==> config.mk <==
export PLATFORM = sky130hd
export DESIGN_NAME = delay_line_sequencer
export DESIGN_NICKNAME = d
export VERILOG_FILES = /design/src/rtl/delay_line_sequencer.sv
export SDC_FILE = /design/constraint.sdc
export NUM_CORES = 1
export LEC_CHECK = 0
export BUFFER_PORTS_ARGS = -buffer_cell sky130_fd_sc_hd__buf_4
export CORE_UTILIZATION = 35
export DETAILED_ROUTE_END_ITERATION = 8
export HOLD_SLACK_MARGIN = 0.08
export SLEW_MARGIN = 5
export SYNTH_ARGS = -nofsm -noshare
export SYNTH_HDL_FRONTEND = slang
export SYNTH_SLANG_ARGS = --single-unit
==> constraint.sdc <==
create_clock -name clk -period 3.85 [get_ports clk]
set_clock_uncertainty 0.15 [all_clocks]
set_input_delay 0.1925 -clock clk [delete_from_list [all_inputs] [get_ports clk]]
set_output_delay 0.1925 -clock clk [all_outputs]
set_load 0.05 [all_outputs]
==> src/rtl/delay_line_sequencer.sv <==
// Burst sequencer for a fixed-latency delay line: paces upstream reads, flags
// valid/last/index on the delay-line output, and flushes stale data on abort.
module delay_line_sequencer #(
  parameter int unsigned DELAY     = 32,
  parameter int unsigned LEN_WIDTH = 16
) (
  input  logic                 clk,
  input  logic                 rst_n,
  input  logic                 i_start,
  input  logic [LEN_WIDTH-1:0] i_len,
  input  logic                 i_abort,
  output logic                 o_ready,
  output logic                 o_busy,
  output logic                 o_rd_en,
  output logic                 o_out_valid,
  output logic                 o_out_last,
  output logic [LEN_WIDTH-1:0] o_out_idx,
  output logic                 o_done
);

  localparam int unsigned DW = $clog2(DELAY + 1);
  localparam logic [DW-1:0] DLY_INIT = DW'(DELAY);

  typedef enum logic [1:0] {ST_IDLE, ST_RUN, ST_FLUSH} state_t;

  state_t               state_q, state_d;
  logic [LEN_WIDTH-1:0] len_q, len_d;
  logic [LEN_WIDTH-1:0] feed_left_q, feed_left_d;
  logic [LEN_WIDTH-1:0] idx_q, idx_d;
  logic [DW-1:0]        dly_q, dly_d;
  logic                 ready_q, ready_d;
  logic                 busy_q, busy_d;
  logic                 rd_q, rd_d;
  logic                 valid_q, valid_d;
  logic                 last_q, last_d;
  logic                 done_q, done_d;

  // State and registered outputs
  always_ff @(posedge clk or negedge rst_n) begin
    if (!rst_n) begin
      state_q     <= ST_IDLE;
      len_q       <= '0;
      feed_left_q <= '0;
      idx_q       <= '0;
      dly_q       <= '0;
      ready_q     <= 1'b1;
      busy_q      <= 1'b0;
      rd_q        <= 1'b0;
      valid_q     <= 1'b0;
      last_q      <= 1'b0;
      done_q      <= 1'b0;
    end else begin
      state_q     <= state_d;
      len_q       <= len_d;
      feed_left_q <= feed_left_d;
      idx_q       <= idx_d;
      dly_q       <= dly_d;
      ready_q     <= ready_d;
      busy_q      <= busy_d;
      rd_q        <= rd_d;
      valid_q     <= valid_d;
      last_q      <= last_d;
      done_q      <= done_d;
    end
  end

  // Next state: feed counter and output counter advance independently in RUN;
  // dly_q counts down the delay-line latency in RUN and the drain in FLUSH.
  always_comb begin
    state_d     = state_q;
    len_d       = len_q;
    feed_left_d = feed_left_q;
    idx_d       = idx_q;
    dly_d       = dly_q;
    ready_d     = ready_q;
    rd_d        = rd_q;
    valid_d     = valid_q;
    last_d      = last_q;
    done_d      = 1'b0;

    case (state_q)
      ST_IDLE: begin
        if (i_start && !i_abort && (i_len != '0)) begin
          state_d     = ST_RUN;
          len_d       = i_len;
          feed_left_d = i_len - LEN_WIDTH'(1);
          dly_d       = DLY_INIT;
          ready_d     = 1'b0;
          rd_d        = 1'b1;
        end
      end

      ST_RUN: begin
        if (i_abort) begin
          state_d = ST_FLUSH;
          dly_d   = DLY_INIT;
          rd_d    = 1'b0;
          valid_d = 1'b0;
          last_d  = 1'b0;
          idx_d   = '0;
        end else begin
          if (rd_q) begin
            if (feed_left_q != '0) feed_left_d = feed_left_q - LEN_WIDTH'(1);
            else                   rd_d        = 1'b0;
          end
          if (dly_q != '0) begin
            dly_d = dly_q - DW'(1);
            // First word reaches the delay-line output next cycle
            if (dly_q == DW'(1)) begin
              valid_d = 1'b1;
              idx_d   = '0;
              last_d  = (len_q == LEN_WIDTH'(1));
            end
          end else if (valid_q) begin
            if (last_q) begin
              state_d = ST_IDLE;
              valid_d = 1'b0;
              last_d  = 1'b0;
              idx_d   = '0;
              ready_d = 1'b1;
              done_d  = 1'b1;
            end else begin
              idx_d  = idx_q + LEN_WIDTH'(1);
              last_d = ((idx_q + LEN_WIDTH'(2)) == len_q);
            end
          end
        end
      end

      ST_FLUSH: begin
        if (dly_q == DW'(1)) begin
          state_d = ST_IDLE;
          dly_d   = '0;
          ready_d = 1'b1;
        end else begin
          dly_d = dly_q - DW'(1);
        end
      end

      default: begin
        state_d = ST_IDLE;
        ready_d = 1'b1;
        rd_d    = 1'b0;
        valid_d = 1'b0;
        last_d  = 1'b0;
        idx_d   = '0;
      end
    endcase

    busy_d = ~ready_d;
  end

  assign o_ready     = ready_q;
  assign o_busy      = busy_q;
  assign o_rd_en     = rd_q;
  assign o_out_valid = valid_q;
  assign o_out_last  = last_q;
  assign o_out_idx   = idx_q;
  assign o_done      = done_q;

endmodule

==> flow_summary.json, run 1 <==
{
  "die_w_um": 111.8,
  "power_density_nw_per_um2": 737.2,
  "dp_hpwl_um": 7808,
  "clk_pin_slew_ps": 50,
  "fin_setup_tns_ps": 0,
  "path_class": "flop to flop",
  "grt_overflow": 0,
  "avgRoutedWirePerCell_um": 16.76,
  "required_ps": 3920,
  "n_antenna_cell": 0,
  "rsz0062_at_grt": "no",
  "r2r_slack_ps": 640,
  "setup_viol_count_final": 0,
  "status": "complete, but fails checks",
  "slew_headroom_pct": 45.80,
  "cts_setup_buffers": 0,
  "areaGrowthSynthToFinish_pct": 21.72,
  "drt_pre_antenna_iters": 6,
  "final_layout_size_suffix_gt1_share_pct": 22.77,
  "ys_seq_area_share_pct": 36.77,
  "die_height_um": 111.8,
  "hold_buffers": 18,
  "wirelength_um": 10860,
  "max_freq_ghz": 0.3113,
  "place.gp.congestion": 0.8228,
  "htree_levels": 3,
  "avgViaCountPerCell": 5.565,
  "fin_nets": 530,
  "coreArea_um2": 11560,
  "numCtsBuffers": 9,
  "dieArea_um2": 12510,
  "period_share_pct": 83.43,
  "first_iter_violations": 137,
  "report.final.slew_viol_count": 0,
  "worst_pin_slew_ps": 812.9,
  "synthesis.area_um2": 4223,
  "cts.path.max_buffers": 2,
  "cts_tree": "built",
  "antenna_found_initial": 0,
  "worstSetupEndpointType": "flop",
  "grt_max_degree": 63,
  "clk_latency_ps": 330,
  "grt_pass1_vias": 3508,
  "ys_async_sr_fraction_pct": 100.0,
  "grt_pass1_wl_um": 18000,
  "antenna_left": 0,
  "hold_class": "input port to asynchronous set/reset pin",
  "drcViolationCount": 5,
  "ir_drop_uv": 323.4,
  "finalPower_mw": 3.789,
  "portBuffers": 41,
  "period_needed_ps": 3212,
  "path_max_fanout": 24,
  "arrival_ps": 3280,
  "violations": "DRC",
  "synth_ff_type": "dfrtp_1",
  "startpoint_type": "flop",
  "synthesis.nets": 472,
  "num_vias": 3606,
  "synth_edf_count": 0,
  "avgSynthCellArea_um2": 9.532,
  "rows": 39,
  "cts_resized": 0,
  "cts_root_buf": "clkbuf_16",
  "leakage_nw": 2.082,
  "pin_count": 42,
  "ys_types": 80,
  "initial_utilization_pct": 36.51,
  "ys_warn_count": 0,
  "clock_sinks": 62,
  "synthCells": 443,
  "fin_hold_ws_ps": 347.8,
  "ys_ff_latch": 62,
  "track_usage_pct": 18.41,
  "cap_violations": 0,
  "hold_viol": 0
}
power breakdown:
group / internal (mW) / total (mW) / switching [mW]
registers: 0.888 / 1.17 / 0.284
clock network: 0.645 / 0.939 / 0.293
logic: 0.732 / 1.68 / 0.946
cell usage in the layout, fill, tap and decap left out, types with 4 or more instances in the layout:
cell	count
o31ai_1	5
inv_1	13
nor4_1	11
o211ai_1	4
clkbuf_16	9
o21ai_1	5
dlygate4sd3_1	18
o21ai_0	19
xnor2_1	23
a21oi_1	11
nor2_1	40
buf_4	45
xor2_1	22
nand3_1	17
mux2i_1	5
or2_2	9
nor3b_1	9
mux2_2	17
nand2_1	36
dfrtp_1	61
o2bb2ai_1	7
or4_1	4
ha_1	9
o21ai_2	4
nand4_1	10
nand2b_1	6
nor3_1	10
critical path, cell delays in order (launching register included):
cell     delay [ps]
dfrtp_1         410
inv_1           110
ha_1            470
buf_4           370
nor2b_1         430
a21o_2          220
o31ai_4         120
nor2_4          320
nand2_1         220
o221a_2         290
through the flow:
step                std cells  instance area (µm²)  worst slack, ps  utilization, %
floorplan                 443                 4223            753.3               -
global placement          615                 4622            753.8           39.97
detailed placement        615                 4622            666.0           39.97
CTS                       648                 5140            649.6           44.44
global route              648                 5140            412.1           44.44
finish                    648                 5140            638.1           44.44
sequential cells by signal, summed over array words and instances (netlist names):
register,count
feed_left_q,16
len_q,16
o_out_idx,16
dly_q,6
state_q,2
o_busy,1
o_done,1
o_out_last,1
o_out_valid,1
o_rd_en,1
o_ready,1
Yosys cell counts, drive strengths merged (2+ instances only):
cell	count	share of area, %
a211o	2	0.44
a21boi	2	0.36
a21o	3	0.56
a21oi	11	1.3
a221oi	2	0.56
a22oi	3	0.53
and2	2	0.30
and2b	2	0.41
buf	7	1.5
clkbuf	9	1.3
dfrtp	61	36
ha	9	2.7
inv	13	1.2
mux2	17	4.5
mux2i	5	1.2
nand2	36	3.2
nand2b	6	0.89
nand3	17	2.0
nand4	10	1.5
nor2	41	3.8
nor2b	2	0.30
nor3	12	1.7
nor3b	9	1.6
nor4	14	2.7
nor4b	3	0.62
nor4bb	2	0.47
o211ai	5	1.2
o21a	3	0.53
o21ai	28	3.7
o21bai	2	0.44
o221a	4	1.1
o22ai	5	1.4
o2bb2ai	7	1.5
o31ai	6	1.4
o32ai	3	0.62
or2	10	1.5
or3	3	0.56
or3b	2	0.41
or4	5	0.98
xnor2	23	4.8
xor2	22	4.6
logic make-up after synthesis:
logic type | share of synthesized area [%]
muxes | 5.718
buffers and inverters | 3.941
DFF | 36.77
xor gates and xnor gates | 9.333
adders and majority gates | 2.667
and+or+nand+nor | 23.64
AOI/OAI and AO/OA | 17.93
routing by layer:
metal	GRT usage, %	routed length (µm)
met3	3.919	535
met4	6.306	149
met1	23.64	4928
met5	0	0
met2	30.64	5248
final cells by class:
type,count,area (µm²)
Clock buffer,11,242.7
Clock inverter,4,95.09
Fill cell,1125,6425
Inverter,13,48.80
Multi-Input combinational cell,352,2504
Sequential cell,62,1553
Tap cell,143,178.9
Timing Repair Buffer,63,518.0
worst paths after layout:
path / start / endpoint / cells after the start
worst max-delay path: state_q[1]$_DFFE_PN0P_ / feed_left_q[12]$_DFFE_PN0P_ / 9
worst min-delay path: rst_n / dly_q[2]$_DFFE_PN0P_ / 2
worst max register to register: state_q[1]$_DFFE_PN0P_ / feed_left_q[12]$_DFFE_PN0P_ / 9
worst min register to register: feed_left_q[15]$_DFFE_PN0P_ / feed_left_q[15]$_DFFE_PN0P_ / 1
max in group asynchronous: rst_n / feed_left_q[6]$_DFFE_PN0P_ / 2
min in group clk: feed_left_q[15]$_DFFE_PN0P_ / feed_left_q[15]$_DFFE_PN0P_ / 1
No activity file was read; power rests on OpenSTA's default activity.
==> run 2: changes to the inputs <==
ABC_AREA = 1   (was not set)
clock period = 2.85 ns   (was 3.85 ns; I/O delays follow)
==> flow_summary.json, run 2 <==
{
  "antenna_left": 0,
  "clk_latency_ps": 330,
  "violations": "DRC",
  "synth_common_cells": "137 x nand2_1, 75 x inv_1, 67 x nor2_1",
  "wirelength_um": 10470,
  "ys_warn_count": 0,
  "cts_root_buf": "clkbuf_16",
  "period_share_pct": 88.33,
  "path_max_fanout": 30,
  "startpoint_type": "flop",
  "final_area_um2": 5044,
  "ys_top_cells_by_area": "dfrtp_1 37%, nand2_1 12%, inv_1 6.8%, nor2_1 6.1%, o21ai_0 5.1%",
  "final_cell_mix": "137 x nand2_1, 75 x inv_1, 67 x nor2_1",
  "htree_levels": 3,
  "required_ps": 2910,
  "synth_top_cell_by_area": "dfrtp_1",
  "avgSynthCellArea_um2": 7.216,
  "period_needed_ps": 2517,
  "grt_max_degree": 63,
  "fin_setup_tns_ps": 0,
  "avgRoutedWirePerCell_um": 13.30,
  "drt_pre_antenna_iters": 7,
  "cap_violations": 0,
  "coreArea_um2": 11520,
  "final_layout_size_suffix_gt1_share_pct": 14.75,
  "die_height_um": 111.0,
  "portBuffers": 41,
  "pre_cts_ws_ps": 366.4,
  "cts.path.max_buffers": 2,
  "synth_edf_count": 0,
  "post_dp_cell_area_um2": 4608,
  "synthCells": 576,
  "initial_utilization_pct": 36.09,
  "max_freq_ghz": 0.3972,
  "areaGrowthSynthToFinish_pct": 21.34,
  "status": "complete, but fails checks",
  "setup_viol_count_final": 0,
  "hold_viol": 0,
  "rows": 39,
  "grt_pass1_wl_um": 17900,
  "fin_hold_ws_ps": 181.3,
  "drcViolationCount": 4,
  "synth_ff_type": "dfrtp_1",
  "stdcell_count": 787,
  "dieArea_um2": 12320,
  "rsz0062_at_grt": "no",
  "leakage_nw": 2.404,
  "n_antenna_cell": 0,
  "antenna_found_initial": 0,
  "finalPower_mw": 4.782,
  "path_class": "flop to flop",
  "synthesis.area_um2": 4156,
  "synth.most_common_cell": "nand2_1",
  "cts_tree": "built",
  "track_usage_pct": 18.26,
  "avgViaCountPerCell": 4.881,
  "yosysTopAreaCellShare_pct": 36.72,
  "power_density_nw_per_um2": 948.2,
  "num_vias": 3841,
  "first_iter_violations": 168,
  "ys_types": 39,
  "final_util_pct": 43.80,
  "grt_pass1_vias": 3658,
  "grt_overflow": 0,
  "numCtsBuffers": 9,
  "ys_ff_latch": 62,
  "clk_pin_slew_ps": 50,
  "slew_headroom_pct": 46.64,
  "arrival_ps": 2580,
  "cts_setup_buffers": 0,
  "ys_seq_area_share_pct": 37.36,
  "clock_sinks": 62,
  "pin_count": 42,
  "hold_class": "input port to flop",
  "ys_async_sr_fraction_pct": 100.0,
  "fin_nets": 668,
  "die_w_um": 111.0,
  "worstSetupEndpointType": "flop",
  "dp_hpwl_um": 7879,
  "setup_slack_ps": 332.7,
  "ir_drop_uv": 468.8,
  "report.final.slew_viol_count": 0,
  "synthesis.nets": 605,
  "place_inst": 753,
  "place.gp.congestion": 0.8766,
  "worst_pin_slew_ps": 800.5,
  "layout_commonest_cell": "nand2_1"
}
-- run 2: cell count changes in the layout (fill, tap and decap cells not counted), sizes merged, moves of 15 or more --
cell,change
nor2,+37
o21ai,+32
nand3,+24
nand2,+104
mux2,-15
xnor2,-15
inv,+69
-- run 2: layout make-up --
class / count / area (µm²)
Clock buffer: 13 / 240.2
Clock inverter: 3 / 15.01
Fill cell: 1189 / 6472
Inverter: 82 / 307.8
Multi-Input combinational cell: 419 / 2216
Sequential cell: 62 / 1553
Tap cell: 143 / 178.9
Timing Repair Buffer: 65 / 533.0
-- run 2: kinds of logic (layout without fill, tap and decap cells) --
kind of cell	Yosys count	count (layout)	synth area share [%]
buffers and inverters	95	163	9.332
and+or+nand+nor	289	289	31.58
adders and majority gates	9	9	2.709
muxes	2	2	0.5418
AOI/OAI and AO/OA	88	88	11.95
xor gates and xnor gates	31	31	6.532
DFF	62	62	37.36
-- run 2: worst paths after layout --
| kind | startpoint | end | slack (ps) | cells after the start |
|---|---|---|---|---|
| hold / removal | i_start | state_q[1]$_DFFE_PN0P_ | 180 | 5 |
| setup reg to reg | state_q[1]$_DFFE_PN0P_ | feed_left_q[10]$_DFFE_PN0P_ | 330 | 14 |
| max in group asynchronous | rst_n | o_out_idx[1]$_DFFE_PN0P_ | 1730 | 2 |
| hold reg to reg | feed_left_q[4]$_DFFE_PN0P_ | feed_left_q[4]$_DFFE_PN0P_ | 350 | 2 |
| setup / recovery | state_q[1]$_DFFE_PN0P_ | feed_left_q[10]$_DFFE_PN0P_ | 330 | 14 |
| min in group asynchronous | rst_n | o_out_idx[12]$_DFFE_PN0P_ | 300 | 2 |
-- run 2: critical path: stages, from the launching register on --
cell     delay, ps
dfrtp_1        400
inv_1          100
ha_1           190
buf_4          330
nand2_1        120
o21ai_2        110
ha_1           200
inv_1           70
nor2_4         170
nand2_2         80
nor2_4         110
nand3_1         90
xnor2_1        130
nand2_1         70
o21ai_1         60
-- run 2: power by group --
part | total, mW | internal, mW | switching, mW | leakage, nW
sequential | 1.40 | 1.20 | 0.195 | 0.791
clock | 0.963 | 0.584 | 0.379 | 0.127
combinational | 2.42 | 0.811 | 1.61 | 1.49
-- run 2: routing by layer --
layer	up-vias	track usage (%)	wire (µm)
met5	-	0	0
met4	0	5.205	107
met3	8	4.538	407
met2	76	28.60	4849
met1	1782	24.90	5106
li1	1975	-	-
-- run 2: repair_timing --
| item | CTS | global route |
|---|---|---|
| resized for setup | 0 | 0 |
| hold buffers | 18 | 0 |
| hold endpoints to repair | 82 | 0 |
==> run 3: changes to the inputs <==
MAX_ROUTING_LAYER = met4   (was not set)
SETUP_SLACK_MARGIN = 0.5   (was not set)
==> flow_summary.json, run 3 (synthesis gave the netlist of run 2 again) <==
{
  "wirelength_um": 10750,
  "clock_power_share_pct": 20.2,
  "drt_pre_antenna_iters": 6,
  "post_dp_cell_area_um2": 4608,
  "finalPower_mw": 5.054,
  "antenna_found_initial": 0,
  "cpMaxStageDelayCell": "dfrtp_1",
  "worst_pin_slew_ps": 813.5,
  "pin_count": 42,
  "cts_root_buf": "clkbuf_16",
  "power_density_nw_per_um2": 967.5,
  "grt_pass1_wl_um": 17680,
  "clk_latency_ps": 340,
  "clock_sinks": 62,
  "antenna_left": 0,
  "n_antenna_cell": 0,
  "rows": 39,
  "internal_power_mw": 2.815,
  "r2r_slack_ps": 580,
  "p_sw_share_pct": 44.29,
  "numCtsBuffers": 9,
  "power_frac_seq_pct": 27.8,
  "report.final.slew_viol_count": 0,
  "first_iter_violations": 222,
  "status": "complete, but fails checks",
  "startpoint_type": "flop",
  "leakage_nw": 2.470,
  "r2r_cells": 14,
  "period_needed_ps": 2273,
  "die_height_um": 111.0,
  "grt_max_degree": 63,
  "coreArea_um2": 11520,
  "required_ps": 2960,
  "hold_viol": 0,
  "areaGrowthSynthToFinish_pct": 25.68,
  "cts_tree": "built",
  "worst-path-buf-inv": 3,
  "path_class": "flop to flop",
  "fin_nets": 676,
  "clk_pin_slew_ps": 50,
  "worstSetupEndpointType": "flop",
  "setup_slack_ps": 577.0,
  "rsz0062_at_grt": "yes",
  "hold_class": "input port to flop",
  "grt_overflow": 0,
  "timing.rr.start": "state_q[1]$_DFFE_PN0P_",
  "crit_path_start": "state_q[1]$_DFFE_PN0P_",
  "cp_top_family": "simple AND/OR/NAND/NOR gates",
  "dp_hpwl_um": 7943,
  "avgViaCountPerCell": 4.846,
  "worstSetupPathDepth": 14,
  "p_comb_share_pct": 52.0,
  "cts.path.max_buffers": 2,
  "crit_chain": "inv_2 > ha_4 > buf_12 > nand2_1 > o21ai_4 > ha_2 > inv_1 > nor2_4 > nand2_2 > nor2_4 > nand3_1 > xnor2_1 > nand2_1 > o21ai_1",
  "violations": "DRC",
  "portBuffers": 41,
  "cp-endpoint": "feed_left_q[10]$_DFFE_PN0P_",
  "slowest_delay_ps": 400,
  "num_vias": 3843,
  "final_area_um2": 5224,
  "arrival_ps": 2390,
  "r2r_end": "feed_left_q[10]$_DFFE_PN0P_",
  "setup_viol_count_final": 0,
  "avgRoutedWirePerCell_um": 13.55,
  "initial_utilization_pct": 36.09,
  "fin_setup_tns_ps": 0,
  "layout_commonest_cell": "nand2_1",
  "htree_levels": 3,
  "die_w_um": 111.0,
  "final_layout_size_suffix_gt1_share_pct": 17.38,
  "slew_headroom_pct": 45.77,
  "path_max_fanout": 13,
  "pre_cts_ws_ps": 315.1,
  "dieArea_um2": 12320,
  "grt_pass1_vias": 3627,
  "final_cell_mix": "137 x nand2_1, 73 x inv_1, 66 x nor2_1",
  "place.gp.congestion": 0.8831,
  "track_usage_pct": 18.96,
  "fin_hold_ws_ps": 161.4,
  "drcViolationCount": 4,
  "cap_violations": 0,
  "switching_power_mw": 2.239,
  "ir_drop_uv": 383.2,
  "max_freq_ghz": 0.4399,
  "period_share_pct": 79.75
}
run 3: worst min-delay path by stage:
stage	cells past startpoint	startpoint	endpoint
after floorplan	0	rst_n	dly_q[0]$_DFFE_PN0P_
after global placement	1	rst_n	o_out_idx[12]$_DFFE_PN0P_
after detailed placement	1	rst_n	o_out_idx[12]$_DFFE_PN0P_
after CTS	5	i_start	state_q[1]$_DFFE_PN0P_
after global routing	5	i_start	state_q[1]$_DFFE_PN0P_
final	5	i_start	state_q[1]$_DFFE_PN0P_
run 3: timing repair:
action                                 CTS  global route
setup endpoints to repair                5            15
endpoints found under the hold margin   84             0
buffers inserted                         0             7
gates resized for setup                  6            11
hold buffers                            18             0
pin swaps                                0             2
gates cloned                             1             0
run 3: final cells by class:
type	instances	area, µm²
clock buffers	13	270.3
inverters	82	307.8
well taps	143	178.9
fillers	1144	6292
multi-input cells	419	2278
clock inverters	1	5.005
flip-flops and latches	62	1553
repair buffers	73	630.6
run 3: stage by stage:
stage,utilization [%],std cells
finish,45.36,793
global route,45.36,793
CTS,44.54,786
detailed placement,40.02,753
global placement,40.02,753
floorplan,-,576
run 3: layer usage:
layer / wire (µm) / vias to the layer above / GRT usage [%] / part of all wire (%)
li1: - / 1996 / - / -
met1: 5190 / 1768 / 24.07 / 48
met2: 4978 / 66 / 29.31 / 46
met3: 402 / 13 / 4.811 / 3.7
met4: 175 / 0 / 6.575 / 1.6
met5: 0 / - / - / 0
run 3: power by group through the flow:
stage	combinational, mW	clock (mW)	sequential [mW]
after floorplan	1.79	0	1.48
after CTS	2.54	1.06	1.40
final	2.63	1.02	1.41
after detailed placement	2.40	0	1.41
after global placement	2.36	0	1.40
after global routing	2.95	1.09	1.45
run 3: worst min-delay path: cells and delay by family:
kind | cells | cell delay, ps
buffers and inverters | 1 | 110
and+or+nand+nor | 2 | 170
AOI/OAI and AO/OA | 2 | 160
